--- config.mk ---
export PLATFORM = sky130hd
export DESIGN_NAME = apb_master
export DESIGN_NICKNAME = d
export VERILOG_FILES = /design/src/rtl/apb_master.sv
export SDC_FILE = /design/constraint.sdc
export NUM_CORES = 1
export LEC_CHECK = 0
export ABC_AREA = 1
export ABC_CLOCK_PERIOD_IN_PS = 2100
export CORE_ASPECT_RATIO = 0.5
export CORE_MARGIN = 2
export CORE_UTILIZATION = 35
export CTS_CLUSTER_DIAMETER = 100
export DETAILED_ROUTE_END_ITERATION = 6
export PLACE_DENSITY = 0.78
export SLEW_MARGIN = 30
export SYNTH_ARGS = -nofsm -noshare
export SYNTH_HDL_FRONTEND = slang
export SYNTH_SLANG_ARGS = --single-unit
--- constraint.sdc ---
create_clock -name PCLK -period 2.1 [get_ports PCLK]
set_input_delay 0.42 -clock PCLK [delete_from_list [all_inputs] [get_ports PCLK]]
set_output_delay 0.42 -clock PCLK [all_outputs]
set_load 0.01 [all_outputs]
--- src/rtl/apb_master.sv ---
// APB master bridge: accepts single CPU-side requests and runs them as
// APB SETUP/ACCESS transfers to one of four slaves mapped at 0x1000_0000.
// Unmapped addresses and slaves that stall too long complete with err=1.
module apb_master #(
    parameter int unsigned TIMEOUT = 16
) (
    input  logic        PCLK,
    input  logic        PRESET,
    input  logic        transfer,
    input  logic        write,
    input  logic [31:0] addr,
    input  logic [31:0] wdata,
    output logic [31:0] rdata,
    output logic        ready,
    output logic        err,
    output logic [31:0] PADDR,
    output logic        PWRITE,
    output logic [31:0] PWDATA,
    output logic [3:0]  PSEL,
    output logic        PENABLE,
    input  logic [31:0] PRDATA0,
    input  logic [31:0] PRDATA1,
    input  logic [31:0] PRDATA2,
    input  logic [31:0] PRDATA3,
    input  logic        PREADY0,
    input  logic        PREADY1,
    input  logic        PREADY2,
    input  logic        PREADY3
);

    typedef enum logic [1:0] {
        IDLE,
        SETUP,
        ACCESS
    } state_t;

    state_t      state;
    logic [7:0]  wait_cnt;
    logic        sel_ready;
    logic [31:0] sel_rdata;
    logic        timeout_hit;
    logic        complete;
    logic        fail;

    // Slave window 0x1000_0000..0x1000_3FFF, 4 KiB per slave; anything else is unmapped.
    function automatic logic [3:0] decode(input logic [31:0] a);
        logic [3:0] sel;
        sel = '0;
        if (a[31:14] == 18'h04000) begin
            sel[a[13:12]] = 1'b1;
        end
        return sel;
    endfunction

    // Return-path mux driven only by the selected slave; an empty PSEL marks an unmapped access.
    always_comb begin
        sel_ready = 1'b0;
        sel_rdata = '0;
        case (PSEL)
            4'b0001: begin sel_ready = PREADY0; sel_rdata = PRDATA0; end
            4'b0010: begin sel_ready = PREADY1; sel_rdata = PRDATA1; end
            4'b0100: begin sel_ready = PREADY2; sel_rdata = PRDATA2; end
            4'b1000: begin sel_ready = PREADY3; sel_rdata = PRDATA3; end
            default: begin sel_ready = 1'b0;    sel_rdata = '0;      end
        endcase
    end

    // Completion is decided in the ACCESS cycle itself, so ready/err/rdata follow PREADY combinationally.
    // wait_cnt holds the number of earlier stalled ACCESS cycles, hence the TIMEOUT-1 compare.
    always_comb begin
        timeout_hit = (wait_cnt == 8'(TIMEOUT - 1));
        complete    = (state == ACCESS) && ((PSEL == '0) || sel_ready || timeout_hit);
        fail        = (state == ACCESS) && ((PSEL == '0) || (!sel_ready && timeout_hit));
        ready       = complete;
        err         = fail;
        rdata       = (complete && !fail && !PWRITE) ? sel_rdata : '0;
    end

    // Transfer FSM with registered APB outputs; a completing ACCESS may chain straight into SETUP.
    always_ff @(posedge PCLK or negedge PRESET) begin
        if (!PRESET) begin
            state    <= IDLE;
            PADDR    <= '0;
            PWRITE   <= 1'b0;
            PWDATA   <= '0;
            PSEL     <= '0;
            PENABLE  <= 1'b0;
            wait_cnt <= '0;
        end else begin
            case (state)
                IDLE: begin
                    PSEL    <= '0;
                    PENABLE <= 1'b0;
                    if (transfer) begin
                        PADDR  <= addr;
                        PWRITE <= write;
                        PWDATA <= wdata;
                        PSEL   <= decode(addr);
                        state  <= SETUP;
                    end
                end
                SETUP: begin
                    PENABLE  <= 1'b1;
                    wait_cnt <= '0;
                    state    <= ACCESS;
                end
                ACCESS: begin
                    if (complete) begin
                        PENABLE <= 1'b0;
                        if (transfer) begin
                            PADDR  <= addr;
                            PWRITE <= write;
                            PWDATA <= wdata;
                            PSEL   <= decode(addr);
                            state  <= SETUP;
                        end else begin
                            PSEL  <= '0;
                            state <= IDLE;
                        end
                    end else begin
                        wait_cnt <= wait_cnt + 8'd1;
                    end
                end
                default: begin
                    PSEL    <= '0;
                    PENABLE <= 1'b0;
                    state   <= IDLE;
                end
            endcase
        end
    end

endmodule

# ---- Word-level counts from Yosys, hierarchy flattened
# Cells that the tools add are included.
dict set report op_classes {
  addsub 1
  n_lt_le_gt_ge 2
  eq_ne 11
  mux 26
  n_bitwise 1
  n_reduce_logical 20
}
# operator count
set op_table {}
lappend op_table {{$mux 32} 5}
lappend op_table {{$pmux 32 s2} 2}
lappend op_table {{$pmux 32 s4} 1}
lappend op_table {{$eq 18x15->1 const B} 1}
lappend op_table {{$pmux 8 s2} 1}
lappend op_table {{$mux 4} 3}
lappend op_table {{$pmux 4 s3} 1}
lappend op_table {{$add 8x1->8 const B} 1}
lappend op_table {{$eq 8x4->1 const B} 1}
lappend op_table {{$mux 8} 1}
lappend op_table {{$reduce_and 2->1} 4}
lappend op_table {{$logic_and 1x1->1} 6}
lappend op_table {{$ne 2x2->1 const B} 3}
lappend op_table {{$pmux 2 s3} 1}
lappend op_table {{$mux 1} 5}
lappend op_table {{$eq 4x1->1 const B} 1}
lappend op_table {{$eq 4x2->1 const B} 1}
lappend op_table {{$eq 4x3->1 const B} 1}
lappend op_table {{$eq 4x4->1 const B} 1}
lappend op_table {{$logic_not 4->1} 1}
lappend op_table {{$mux 2} 2}
lappend op_table {{$pmux 1 s2} 2}
lappend op_table {{$pmux 1 s4} 1}
lappend op_table {{$reduce_bool 2->1} 2}
lappend op_table {{other kinds (9)} 13}
dict set report word_totals {
  regBits 80
  in_bits 200
  output_inout_bits 104
  elab_cells 68
}

# ---- Depth between registers and ports, before layout
dict set report logic_depth {
  depth_word 10
  mapped_depth 11
  depth_no_buf 9
}

# ---- Worst setup path before layout
# OpenSTA, ideal clock, no wires.
dict set report synth_timing {
  path_type {register to output}
  from {reg PSEL[2]}
  to {out rdata[10]}
  arrival_time_ps 1582
  required_time_ps 1680
  slack_ps 98
  path_stages_with_launch 8
  n_path_buf 2
  cell_sequence {dfrtp_1 > nor2_1 > clkbuf_1 > buf_1 > nand3_1 > nand2_1 > nor2_1 > nor2_1}
}
dict set report synth_between {
  elab_chain_len 10
}
# item line
set synth_lines {}
lappend synth_lines {{start: declaration} 19} ;# output logic [3:0] PSEL,
lappend synth_lines {{start signal: assignment} 98} ;# PSEL <= decode(addr);
lappend synth_lines {{start signal: assignment} 114} ;# PSEL <= decode(addr);
lappend synth_lines {{$eq 4x4->1 (tied with other cells)} 59} ;# case (PSEL)
lappend synth_lines {{$pmux 1 s4} 59}
lappend synth_lines {{$logic_not 1->1} 73} ;# fail = (state == ACCESS) && ((PSEL == '0) || (!sel_ready && timeout_hit));
lappend synth_lines {{$logic_and 1x1->1} 73}
lappend synth_lines {{$logic_or 1x1->1} 73}
lappend synth_lines {{$logic_and 1x1->1} 73}
lappend synth_lines {{$logic_not 1->1} 76} ;# rdata = (complete && !fail && !PWRITE) ? sel_rdata : '0;
lappend synth_lines {{$logic_and 1x1->1 (2 in series)} 76}
lappend synth_lines {{$mux 32 *} 76}
lappend synth_lines {{end: declaration} 13} ;# output logic [31:0] rdata,
# Every way passes the cells marked *; elsewhere a longest branch is shown, timed or not.

# ---- Final worst setup path
dict set report layout_timing {
  from {reg PSEL[3]}
  to {out rdata[25]}
}
# Same word-level chain as after synthesis.

==> reports/results.ini <==
[synthesis]
yosysTopAreaCell = dfrtp_1
synthDistinctLibCells = 21
yosys-mux-area-fraction_pct = 0
yosys-top-cells-area = dfrtp_1 42%, nand3_1 22%, nand2_1 19%, nor2_1 7.6%, clkbuf_1 3.0%
synthCells = 715
synthXorXnorAreaFrac_pct = 0.7357
synth_compound_area_share_pct = 0.1051
synth-simple-area-share_pct = 50.39
yosys_warnings = 0
synth_top_family_by_area = simple AND/OR/NAND/NOR gates
synth-seq-cells = 80
synth.yosys.seq_area_share_pct = 42.04
yosysTopAreaCellShare_pct = 42.04
synth_area_um2 = 4762
avgSynthCellArea_um2 = 6.660
yosys.area_share.adder_pct = 0.2627
syn-num-nets = 916

[pwr]
powerDensity_nw_per_um2 = 520.4
vdd_drop_max_v = 0.0004113
leakage_nw = 4.157

[floorplanning]
ios = 304
die_h_um = 86.48
dieWidth_um = 169.0
rows = 30
start_util_pct = 35.54
core-area_um2 = 13400
die_area_um2 = 14610

[setup_path]
worstRegToRegCells = 8
crit_required_ns = 1.68
path_class = flop to primary output
worstPathArrival_ns = 1.99
crit_fanout = 31
startpoint_type = flop
cp-end-kind = primary output

[placement]
dp_cells = 1186
portBuffers = 303
dp_slack_ns = -0.4281
place_congestion = 0.8542
placed_area_um2 = 8208
dp.final_hpwl_mm = 13.89

[clocking]
max-clock-path-buffers = 2
cts_hold_buf = 0
clk_latency_ns = 0.34
htreeDepth = 3
cts_sinks = 80
cts.clk_slew.worst_paths_ns = 0.07
cts_tree = done
cts_root_buffer = clkbuf_16
cts_made_buffers = 9

[detailed_routing]
drc_errors = 0
ant_nets = 0
wirelength_mm = 18.47
wl_per_cell_um = 15.24
vias = 6034
drt-initial-drc-count = 263
first_pass_iters = 6
viasPerCell = 4.979

[final_layout]
diodes = 0
final_cell_mix = 268 x clkdlybuf4s50_1, 230 x nand2_1, 214 x nand3_1, 88 x nor2_1, 76 x dfrtp_1
final_common_cell = clkdlybuf4s50_1
stdcell_count = 1212
drive_gt1_share_pct = 12.74
nets = 1232
final_core_util_pct = 63.75
syn2layout_area_growth_pct = 79.40
nFillCells = 1170
final_area_um2 = 8543

[run_status]
outcome = complete, but fails checks
violations = negative setup slack

[sta]
relSlewSlack_pct = 60.64
post-route-min-period_ns = 2.409
tightest_slew_ns = 0.5904
rsz0062_at_grt = true
clock_skew_ns = 0.01292
period_share_pct = 114.7
report.final.hold_viol_count = 0
worst_slack_ns = -0.3088
max_freq_mhz = 415.1
finalSetupViolCount = 33
slew_viol_final = 0

[global_route]
grt_pass1_wl_mm = 28.19
antenna_found_initial = 0
grt_use_total_pct = 24.14
gr-total-overflow = 0
grt_max_degree = 46
grt_pass1_vias = 5672

[hold_path]
hp-class = input port to async pin

[run]
maxCapViolCount = 0

[worst paths after layout]
kind | startpoint | slack (ns) | end
worst max register to register | PSEL[0] | 0.21 | PWDATA[31]
worst min-delay path | PRESET | 0.08 | PWDATA[17]
worst max-delay path | PSEL[3] | -0.31 | rdata[25]
worst min register to register | PADDR[26] | 0.47 | PADDR[26]
min in group PCLK | PADDR[26] | 0.47 | PADDR[26]
max in group asynchronous | PRESET | 1.40 | PADDR[8]
[where the power goes]
part,internal (mW),leakage [nW],switching [mW],total [mW]
Combinational,0.704,3.01,0.425,1.13
Clock,0.828,0.144,0.687,1.51
Sequential,1.71,0.999,0.0948,1.80
Total,3.24,4.16,1.21,4.45
[worst max-delay path, cell delays in order, from the launching register on]
cell	delay (ns)
dfrtp_2	0.45
nor2_4	0.14
buf_4	0.13
bufbuf_16	0.32
nand3_1	0.09
nand2_1	0.11
nor2_1	0.05
nor2_1	0.11
clkdlybuf4s15_2	0.24
[flip-flops by register name (all words and copies together) (netlist names)]
register	count
PADDR	32
PWDATA	32
wait_cnt	8
PSEL	4
state	2
PENABLE	1
PWRITE	1
[repair_timing]
item | in CTS | in global routing
gates resized for setup | 151 | 11
hold endpoints to repair | 0 | 0
pin swaps | 5 | 3
setup endpoints to repair | 34 | 34
setup buffers | 7 | 2
cloned | 2 | 0
[routing by layer]
metal / wire length [um] / global-route usage (%) / vias to the layer above
met5: 0 / 0 / -
met4: 656 / 10.66 / 0
met3: 1271 / 4.384 / 44
met2: 9037 / 42.81 / 253
met1: 7502 / 29.19 / 2784
li1: - / - / 2953
[through the flow]
step | total power, mW | hold WS (ns) | setup TNS [ns]
3_3_place_gp | 2.937 | 0.4529 | -12.97
4_1_cts | 4.483 | 0.1008 | -5.786
3_5_place_dp | 2.961 | 0.4580 | -13.17
2_1_floorplan | 2.126 | 0.1244 | 0
5_1_grt | 4.634 | 0.1166 | -9.516
6_report | 4.446 | 0.07855 | -5.939
[logic make-up after synthesis]
family | after synthesis
xor gates and xnor gates | 4
and+or+nand+nor | 558
AOI/OAI and AO/OA | 1
buffers and inverters | 71
adders and majority gates | 1
DFF | 80
[synth_stat cells]
cell type,instances
nand2_1,236
nand3_1,214
nor2_1,96
dfrtp_1,80
clkbuf_1,38
inv_1,16
buf_1,4
buf_6,4
inv_2,4
xor2_1,4
buf_2,3
and2_1,2
buf_4,2
nand3b_1,2
nand4_1,2
nor2_2,2
nor3b_1,2
a21oi_1,1
ha_1,1
nand3_2,1
nor3_1,1
[layout make-up]
cell class	count	area, um2	share of cell area (%)
Clock buffer	9	225.2	2.636
Clock inverter	7	62.56	0.7323
Inverter	20	75.07	0.8787
Multi-Input combinational cell	564	2539	29.72
Sequential cell	80	2007	23.49
Tap cell	176	220.2	2.578
Timing Repair Buffer	356	3415	39.97
Power figures use the tool's default switching activity.
